--- config.mk ---
export PLATFORM = sky130hd
export DESIGN_NAME = egress
export DESIGN_NICKNAME = d
export VERILOG_FILES = /design/src/rtl/egress.sv
export SDC_FILE = /design/constraint.sdc
export NUM_CORES = 2
export LEC_CHECK = 0
export BUFFER_PORTS_ARGS = -buffer_cell sky130_fd_sc_hd__buf_2
export CAP_MARGIN = 20
export CORE_ASPECT_RATIO = 1.4
export CORE_MARGIN = 10
export CORE_UTILIZATION = 40
export CTS_CLUSTER_DIAMETER = 40
export DETAILED_ROUTE_END_ITERATION = 7
export PLACE_DENSITY_LB_ADDON = 0.05
export SYNTH_ARGS = -nofsm -noshare
export SYNTH_HDL_FRONTEND = slang
export SYNTH_SLANG_ARGS = --single-unit
--- constraint.sdc ---
create_clock -name clk -period 6.53 [get_ports clk]
set_input_delay 0.653 -clock clk [delete_from_list [all_inputs] [get_ports clk]]
set_output_delay 0.653 -clock clk [all_outputs]
set_load 0.02 [all_outputs]
--- src/rtl/egress.sv ---
// egress: crossbar output-port receiver. Parses 8-word segment blocks, reassembles kept
// packets into a word FIFO for the host and keeps packet/latency statistics.
// Build option EGRESS_HDR_STRIP_EN: words 0-2 (header, dmac, timestamp) are not forwarded.
module egress #(
  parameter int FIFO_DEPTH  = 64,
  parameter int BLOCK_WORDS = 8
) (
  input  logic        clk,
  input  logic        reset_n,
  input  logic [31:0] time_in,
  input  logic [31:0] packet_in,
  input  logic        packet_in_en,
  output logic [31:0] out_data,
  output logic        out_valid,
  output logic        out_first,
  output logic        out_last,
  input  logic        out_ready,
  input  logic [1:0]  stat_addr,
  output logic [31:0] stat_data,
  output logic        busy
);
  localparam int AW = $clog2(FIFO_DEPTH);
  localparam int CW = AW + 1;

  if (FIFO_DEPTH < 16 || (FIFO_DEPTH & (FIFO_DEPTH - 1)) != 0) begin : g_depth_chk
    $error("egress: FIFO_DEPTH must be a power of two, at least 16");
  end
  if (BLOCK_WORDS != 8) begin : g_block_chk
    $error("egress: BLOCK_WORDS must be 8");
  end

  typedef enum logic [1:0] {RX_IDLE, RX_DMAC, RX_TIME, RX_PAYLOAD} rx_state_e;

  rx_state_e     state_q, state_d;
  logic [5:0]    blk_rem_q, blk_rem_d;
  logic [2:0]    wcnt_q, wcnt_d;
  logic          drop_q, drop_d;
  logic [5:0]    hdr_len;
  logic [9:0]    need;
  logic [CW-1:0] occ, free_words;
  logic          no_room;
  logic          end_of_pkt, push, push_first, push_last;
  logic [31:0]   lat;

  logic [33:0]   mem_q [FIFO_DEPTH];
  logic [AW-1:0] wr_ptr_q, wr_ptr_d, rd_ptr_q, rd_ptr_d;
  logic [CW-1:0] mem_cnt_q, mem_cnt_d;
  logic [33:0]   head_q, head_d, push_word;
  logic          out_valid_q, out_valid_d;
  logic          pop, mem_rd, mem_we;

  logic [31:0]   pkt_count_q, pkt_count_d, drop_count_q, drop_count_d;
  logic [31:0]   last_lat_q, last_lat_d, max_lat_q, max_lat_d, stat_q, stat_d;

  assign hdr_len = packet_in[26:21];
`ifdef EGRESS_HDR_STRIP_EN
  assign need = 10'({hdr_len, 3'b000}) + 10'd8 - 10'd3;
`else
  assign need = 10'({hdr_len, 3'b000}) + 10'd8;
`endif
  // Occupancy includes the registered head word.
  assign occ        = mem_cnt_q + CW'(out_valid_q);
  assign free_words = CW'(FIFO_DEPTH) - occ;
  assign no_room    = 32'(need) > 32'(free_words);
  assign lat        = time_in - packet_in;

  always_ff @(posedge clk or negedge reset_n) begin
    if (!reset_n) state_q <= RX_IDLE;
    else          state_q <= state_d;
  end

  // wcnt is the index of the next word within its block; it wraps mod 8.
  always_comb begin
    state_d   = state_q;
    blk_rem_d = blk_rem_q;
    wcnt_d    = wcnt_q;
    drop_d    = drop_q;
    if (packet_in_en) begin
      wcnt_d = wcnt_q + 3'd1;
      case (state_q)
        RX_IDLE: begin
          blk_rem_d = hdr_len;
          wcnt_d    = 3'd1;
          drop_d    = no_room;
          state_d   = RX_DMAC;
        end
        RX_DMAC: state_d = RX_TIME;
        RX_TIME: state_d = RX_PAYLOAD;
        default: begin
          if (wcnt_q == 3'd7) begin
            if (blk_rem_q == 6'd0) state_d = RX_IDLE;
            else                   blk_rem_d = blk_rem_q - 6'd1;
          end
        end
      endcase
    end
  end

`ifdef EGRESS_HDR_STRIP_EN
  logic pl_first_q, pl_first_d;

  always_comb begin
    pl_first_d = pl_first_q;
    if (packet_in_en && state_q == RX_TIME)    pl_first_d = 1'b1;
    if (packet_in_en && state_q == RX_PAYLOAD) pl_first_d = 1'b0;
  end

  always_ff @(posedge clk or negedge reset_n) begin
    if (!reset_n) pl_first_q <= 1'b0;
    else          pl_first_q <= pl_first_d;
  end
`endif

  always_comb begin
    busy       = (state_q != RX_IDLE);
    push_last  = (state_q == RX_PAYLOAD) && (wcnt_q == 3'd7) && (blk_rem_q == 6'd0);
    end_of_pkt = packet_in_en && push_last;
`ifdef EGRESS_HDR_STRIP_EN
    push       = packet_in_en && (state_q == RX_PAYLOAD) && !drop_q;
    push_first = pl_first_q;
`else
    push       = packet_in_en && ((state_q == RX_IDLE) ? !no_room : !drop_q);
    push_first = (state_q == RX_IDLE);
`endif
  end

  // Host side: a word transfers on a cycle where out_valid and out_ready are both high;
  // out_* hold their value while out_valid=1 and out_ready=0.
  assign push_word = {push_last, push_first, packet_in};

  always_comb begin
    pop         = out_valid_q & out_ready;
    head_d      = head_q;
    out_valid_d = out_valid_q;
    mem_rd      = 1'b0;
    mem_we      = push;
    if (!out_valid_q || pop) begin
      if (mem_cnt_q != '0) begin
        head_d      = mem_q[rd_ptr_q];
        out_valid_d = 1'b1;
        mem_rd      = 1'b1;
      end else if (push) begin
        head_d      = push_word;
        out_valid_d = 1'b1;
        mem_we      = 1'b0;
      end else begin
        out_valid_d = 1'b0;
      end
    end
    rd_ptr_d  = rd_ptr_q + AW'(mem_rd);
    wr_ptr_d  = wr_ptr_q + AW'(mem_we);
    mem_cnt_d = mem_cnt_q + CW'(mem_we) - CW'(mem_rd);
  end

  always_ff @(posedge clk) begin
    if (mem_we) mem_q[wr_ptr_q] <= push_word;
  end

  always_comb begin
    pkt_count_d  = pkt_count_q;
    drop_count_d = drop_count_q;
    last_lat_d   = last_lat_q;
    max_lat_d    = max_lat_q;
    if (packet_in_en && state_q == RX_TIME && !drop_q) begin
      last_lat_d = lat;
      if (lat > max_lat_q) max_lat_d = lat;
    end
    if (end_of_pkt) begin
      if (drop_q) begin
        if (drop_count_q != '1) drop_count_d = drop_count_q + 32'd1;
      end else begin
        if (pkt_count_q != '1) pkt_count_d = pkt_count_q + 32'd1;
      end
    end
    case (stat_addr)
      2'd0:    stat_d = pkt_count_q;
      2'd1:    stat_d = drop_count_q;
      2'd2:    stat_d = last_lat_q;
      default: stat_d = max_lat_q;
    endcase
  end

  always_ff @(posedge clk or negedge reset_n) begin
    if (!reset_n) begin
      blk_rem_q    <= '0;
      wcnt_q       <= '0;
      drop_q       <= 1'b0;
      wr_ptr_q     <= '0;
      rd_ptr_q     <= '0;
      mem_cnt_q    <= '0;
      head_q       <= '0;
      out_valid_q  <= 1'b0;
      pkt_count_q  <= '0;
      drop_count_q <= '0;
      last_lat_q   <= '0;
      max_lat_q    <= '0;
      stat_q       <= '0;
    end else begin
      blk_rem_q    <= blk_rem_d;
      wcnt_q       <= wcnt_d;
      drop_q       <= drop_d;
      wr_ptr_q     <= wr_ptr_d;
      rd_ptr_q     <= rd_ptr_d;
      mem_cnt_q    <= mem_cnt_d;
      head_q       <= head_d;
      out_valid_q  <= out_valid_d;
      pkt_count_q  <= pkt_count_d;
      drop_count_q <= drop_count_d;
      last_lat_q   <= last_lat_d;
      max_lat_q    <= max_lat_d;
      stat_q       <= stat_d;
    end
  end

  assign out_data  = head_q[31:0];
  assign out_first = out_valid_q & head_q[32];
  assign out_last  = out_valid_q & head_q[33];
  assign out_valid = out_valid_q;
  assign stat_data = stat_q;
endmodule
Yosys cells after proc, flatten, opt, wreduce, memory -nomap -nowiden --
Memories as Yosys holds them, arrays and structs flattened. Index checks and enable logic that the tools add are counted.
Storage, ports and cells: latch bits 0, memories 1, flip-flop bits (word level) 226, memory bits (read-only) 0, memory bits (writable) 2176, output and inout port bits 68, input port bits 70, logic and storage cells 89
Operators by class: bitwise operators 5, multipliers 0, equal/unequal tests 9, reduce and logical (&&, ||, !) cells 27, order comparisons 2, shift operators 0, div/mod/pow operators 0, $add $sub $neg 12, muxes and demuxes 19
Memories:
- mem_q | depth 64, width 34, rd ports 1, clocked after Yosys merged registers in 0, write ports 1, RTL line 45 | logic [33:0] mem_q [FIFO_DEPTH];
Operator list (number):
- case mux 32 bit (3 select lines) | 1
- two-way mux 34 bit | 2
- adder 32 x 1 -> 32 bit (second input constant) | 2
- inequality test 32 bit (second input constant) | 2
- greater-than comparator 32 bit | 1
- subtractor 32 bit | 1
- adder 7 x 1 -> 7 bit | 2
- adder 6 x 1 -> 6 bit | 2
- two-way mux 6 bit | 2
- case mux 6 bit (2 select lines) | 1
- adder 9 x 4 -> 10 bit (second input constant) | 1
- greater-than comparator 10 x 7 -> 1 bit | 1
- two-way mux 1 bit | 9
- AND reduction 3 bit | 3
- nonzero test 4 bit | 2
- nonzero test 7 bit | 1
- subtractor 7 x 1 -> 7 bit | 1
- subtractor 7 bit (first input constant) | 1
- == test 2 bit (second input constant) | 3
- logical AND 1 bit | 6
- logical NOT 6 bit | 1
- case mux 2 bit (3 select lines) | 1
- AND reduction 2 bit | 3
- nonzero test 2 bit | 3
- 14 further kinds | 22

Longest topological paths before layout --
depth after elaboration 10, depth in mapped cells 27

Worst setup path after synthesis --
Ideal clock, no wire load.
kind register to register, from register out_valid_q (netlist: out_valid), to memory mem_q[62][0], enable pin, arrival 4.907 ns, clock period less this slack 5.333 ns, library setup time 0.425 ns, cell stages (with the launch flop) 19, path slack 1.197 ns, cells stage by stage dfrtp_1 > inv_1 > ha_1 > ha_1 > a211oi_1 > inv_1 > a21oi_1 > nor2_1 > nor2_1 > xor2_1 > ha_1 > nand2_1 > nor3_1 > nand4_1 > a2111oi_2 > nor2_1 > nor3_1 > nand3_1 > nor2_1
Between the ends: longest elaborated chain between the ends 10
RTL lines:
- start, declared | RTL line 49 | logic out_valid_q, out_valid_d;
- start signal, assigned | RTL line 206 | out_valid_q <= out_valid_d;
- adder 7 x 1 -> 7 bit | RTL line 62 | assign occ = mem_cnt_q + CW'(out_valid_q);
- subtractor 7 bit | RTL line 63 | assign free_words = CW'(FIFO_DEPTH) - occ;
- greater-than comparator 10 x 7 -> 1 bit | RTL line 64 | assign no_room = 32'(need) > 32'(free_words);
- logical NOT 1 bit | RTL line 122 | push = packet_in_en && ((state_q == RX_IDLE) ? !no_room : !drop_q);
- two-way mux 1 bit | RTL line 122
- logical AND 1 bit | RTL line 122
- two-way mux 1 bit | RTL line 138 | if (mem_cnt_q != '0) begin
- two-way mux 1 bit (*) | RTL line 137 | if (!out_valid_q || pop) begin
- two-way mux 1 bit (*) | RTL line 156 | if (mem_we) mem_q[wr_ptr_q] <= push_word;
- two-way mux 1 bit (not written as such) (*) | RTL line 156
- end, declared | RTL line 45
Mark *: on every way between the ends. The rest lies on a longest branch, timed or not.

Worst setup path after layout --
from register out_valid_q (netlist: out_valid), to register mem_cnt_q[6]
Between the ends: longest elaborated chain between the ends 10
RTL lines:
- adder 7 x 1 -> 7 bit | RTL line 62
- subtractor 7 bit | RTL line 63
- greater-than comparator 10 x 7 -> 1 bit | RTL line 64
- logical NOT 1 bit | RTL line 122
- two-way mux 1 bit | RTL line 122
- logical AND 1 bit | RTL line 122
- two-way mux 1 bit | RTL line 138
- two-way mux 1 bit | RTL line 137
- adder 7 x 1 -> 7 bit | RTL line 152 | mem_cnt_d = mem_cnt_q + CW'(mem_we) - CW'(mem_rd);
- subtractor 7 x 1 -> 7 bit (*) | RTL line 152
- net mem_cnt_d[6] | RTL line 47 | logic [CW-1:0] mem_cnt_q, mem_cnt_d;
- end signal, assigned | RTL line 204 | mem_cnt_q <= mem_cnt_d;
- end, declared | RTL line 47
The timed path passes the listed nets; every way through them passes the cells marked *. A chain may end at the register's enable or synchronous reset.

==> results_dict.tcl <==
set metrics [dict create \
    die_area_um2 259700 \
    multiInputGateArea_um2 23690 \
    cp_slowest_cell "a2111oi_2" \
    syn_nets 4679 \
    synthTopCellsByCount "2,176 x edfxtp_1, 721 x mux4_2, 226 x dfrtp_1" \
    arrival_ns 6.07 \
    drc_errors 0 \
    h-tree-depth 5 \
    ys_ff_latch 2402 \
    start_util 0.4020 \
    dp_hpwl_um 163100 \
    cp.depth 27 \
    ys_seq_area_frac 0.7414 \
    fin_nets 5052 \
    cp.required_ns 7.27 \
    cpMostUsedCell "nor2_1" \
    register_area_um2 71020 \
    clock-sinks 2402 \
    synthMostInstantiatedCell "edfxtp_1" \
    cp_top_family "adder cells" \
    period_share 0.8172 \
    via_count 46660 \
    rrSetupSlack_ns 1.19 \
    cts_tree "yes" \
    synth_cell_type_count 65 \
    worstSetupPathType "reg -> reg" \
    worst_pin_slew_ns 1.001 \
    fillers 19830 \
    yosysTopAreaCell "edfxtp_1" \
    yosysWarnings 0 \
    grt_pass1_wl_um 379800 \
    finalWirelength_um 268500 \
    synth.top_cells.by_area "edfxtp_1 68%, mux4_2 17%, dfrtp_1 5.9%" \
    syn_area_um2 95770 \
    synth-edff-count 2176 \
    timing.fmax_mhz 187.4 \
    grt_max_degree 78 \
    clk_latency_ns 0.84 \
    die_h_um 598.9 \
    relSlewSlack 0.3256 \
    avgSynthCellArea_um2 21.24 \
    p_leak_uw 0.03683 \
    syn_to_final_growth_pct 16.19 \
    maxSlewViolCount 0 \
    rsz0062_at_grt "false" \
    r2r-end "mem_cnt_q[6]" \
    grt_pass1_vias 49120 \
    synth_top_cell_area_share 0.6823 \
    ys_async_sr_fraction 0.09409 \
    io_buffer_count 137 \
    finalWeightedCongestion 0.8647 \
    r2r.worst_path.cells 27 \
    ys.flop_type "edfxtp_1" \
    skew_ns 0.04858 \
    clk_pin_slew_ns 0.06 \
    setup_violations 0 \
    die_w_um 433.5 \
    rows 212 \
    worstSetupStartpoint "out_valid" \
    finalHoldViolCount 0 \
    drive_above_1_share 0.3195 \
    first_iter_violations 4172 \
    io_pins 138 \
    hold_path.class "in -> reg" \
    wl_per_cell_um 32.70 \
    critPathBufInv 4 \
    crit_fanout 5 \
    grt.total_usage 0.2055 \
    drtPass1Iterations 6 \
    status "finished, final reports clean" \
    critical_path.max_stage_delay_ns 0.67 \
    maxCapViolCount 0 \
    via_per_inst 5.682 \
    power_density_nw_per_um2 419.3 \
    fin_setup_tns_ns 0 \
    crit_path_end_kind "flip-flop" \
    cts_setup_buffers 0 \
    clockBufferDepth 4 \
    clock-root-buffer "clkbuf_16" \
    finalCriticalPeriod_ns 5.336 \
    coreArea_um2 238200 \
    r2r_start "out_valid" \
    irDropWorstVdd_uv 371.0 \
    endpoint "mem_cnt_q[6]" \
    worst_slack_ns 1.194 \
    dp_slack_ns 0.5846 \
    cts_resized 0 \
    overflow 0 \
    antenna_left 0 \
    start_kind "flip-flop" \
    cts_buffers 295 \
    synth_cells 4508 \
    antenna_found_initial 21 \
]
## worst reg2reg max path, delay by kind of cell (launching register included)
family | cells | cell delay (ns)
buffers and inverters | 4 | 0.26
DFF | 1 | 0.39
and+or+nand+nor | 9 | 1.09
adders and majority gates | 6 | 1.65
xor gates and xnor gates | 2 | 0.25
AOI/OAI and AO/OA | 6 | 1.59
## report_power, final
group	internal [uW]	switching, uW	leakage (uW)
Sequential	17400	722	0.0226
Combinational	5790	6770	0.00966
Clock	9530	6470	0.00459
Total	32700	14000	0.0368
## metrics by stage
step	std cells	hold slack [ns]	power (uW)	area (um2)	util
after global routing	8206	0.03838	48610	111300	0.4671
after detailed placement	7684	0.4606	31240	101700	0.4269
after CTS	8203	0.006830	47360	111200	0.4669
after global placement	7684	0.4568	31250	101700	0.4269
after floorplan	4508	0.3574	26590	95770	-
final	8211	0.07284	46650	111300	0.4671
## area by class of cell
class                   instances  area share
diodes                          6   0.0001349
repair buffers                323     0.02474
clock inverters               174     0.01512
well taps                    3103     0.03489
inverters                     106    0.003576
multi-input cells            1753      0.2129
clock buffers                 344     0.07036
flip-flops and latches       2402      0.6383
## registers in the layout, indices dropped and copies added, names as in the netlist, 7 cells and up
| name | flops |
|---|---|
| mem_q | 2176 |
| head_q | 34 |
| drop_count_q | 32 |
| last_lat_q | 32 |
| max_lat_q | 32 |
| pkt_count_q | 32 |
| stat_data | 32 |
| mem_cnt_q | 7 |
## routing by layer
layer / share of wire / track usage / vias to the layer above
li1: - / - / 19450
met1: 0.42 / 0.2796 / 25630
met2: 0.51 / 0.3512 / 1229
met3: 0.048 / 0.02921 / 344
met4: 0.023 / 0.04732 / 6
met5: 0.00015 / 0 / -
## what timing repair did
item,CTS,global route
endpoints found under the setup margin,0,0
hold buffers,1,0
endpoints found under the hold margin,74,0
## worst min path at each step
stage                           to  slack (ns)  cells past startpoint      startpoint
finish                 mem_q[9][8]        0.07                      1    packet_in[8]
global route           mem_q[9][8]        0.04                      1    packet_in[8]
CTS                    mem_q[9][8]       0.007                      1    packet_in[8]
detailed placement  last_lat_q[22]        0.46                      2  last_lat_q[22]
global placement    last_lat_q[22]        0.46                      2  last_lat_q[22]
floorplan             blk_rem_q[0]        0.36                      0         reset_n
## cell families (layout without fill, tap and decap cells)
group / Yosys count / in the layout / synth area share
buffers and inverters: 353 / 947 / 0.01665
XOR/XNOR: 109 / 109 / 0.009969
multiplexers: 788 / 788 / 0.1774
other: 0 / 6 / 0
AND/OR/NAND/NOR: 496 / 496 / 0.02320
flip-flops: 2402 / 2402 / 0.7414
AO/OA/AOI/OAI: 259 / 259 / 0.01806
adder cells (fa/ha/maj): 101 / 101 / 0.01335
## cell usage in the layout (no fill, tap or decap), types with 8 or more instances in the layout
cell type and count:
o21ai_0 48, nand2_1 191, clkbuf_1 34, inv_1 105
bufinv_16 22, edfxtp_1 2176, mux2_2 64, a32oi_1 12
clkbuf_16 305, buf_2 136, a21oi_1 73, clkinvlp_4 21
inv_8 8, xor2_1 53, o22ai_1 15, a21o_1 22
buf_4 133, clkinv_4 18, inv_6 29, nand4_1 28
dfrtp_1 220, o311ai_0 12, nand3_1 43, clkinv_1 51
o311ai_1 17, nor2_4 65, mux4_2 721, nor3_1 27
buf_12 51, clkinv_2 22, xnor2_1 56, ha_1 98
and3_1 13, nor2_1 75
Power figures use the tool's default switching activity.
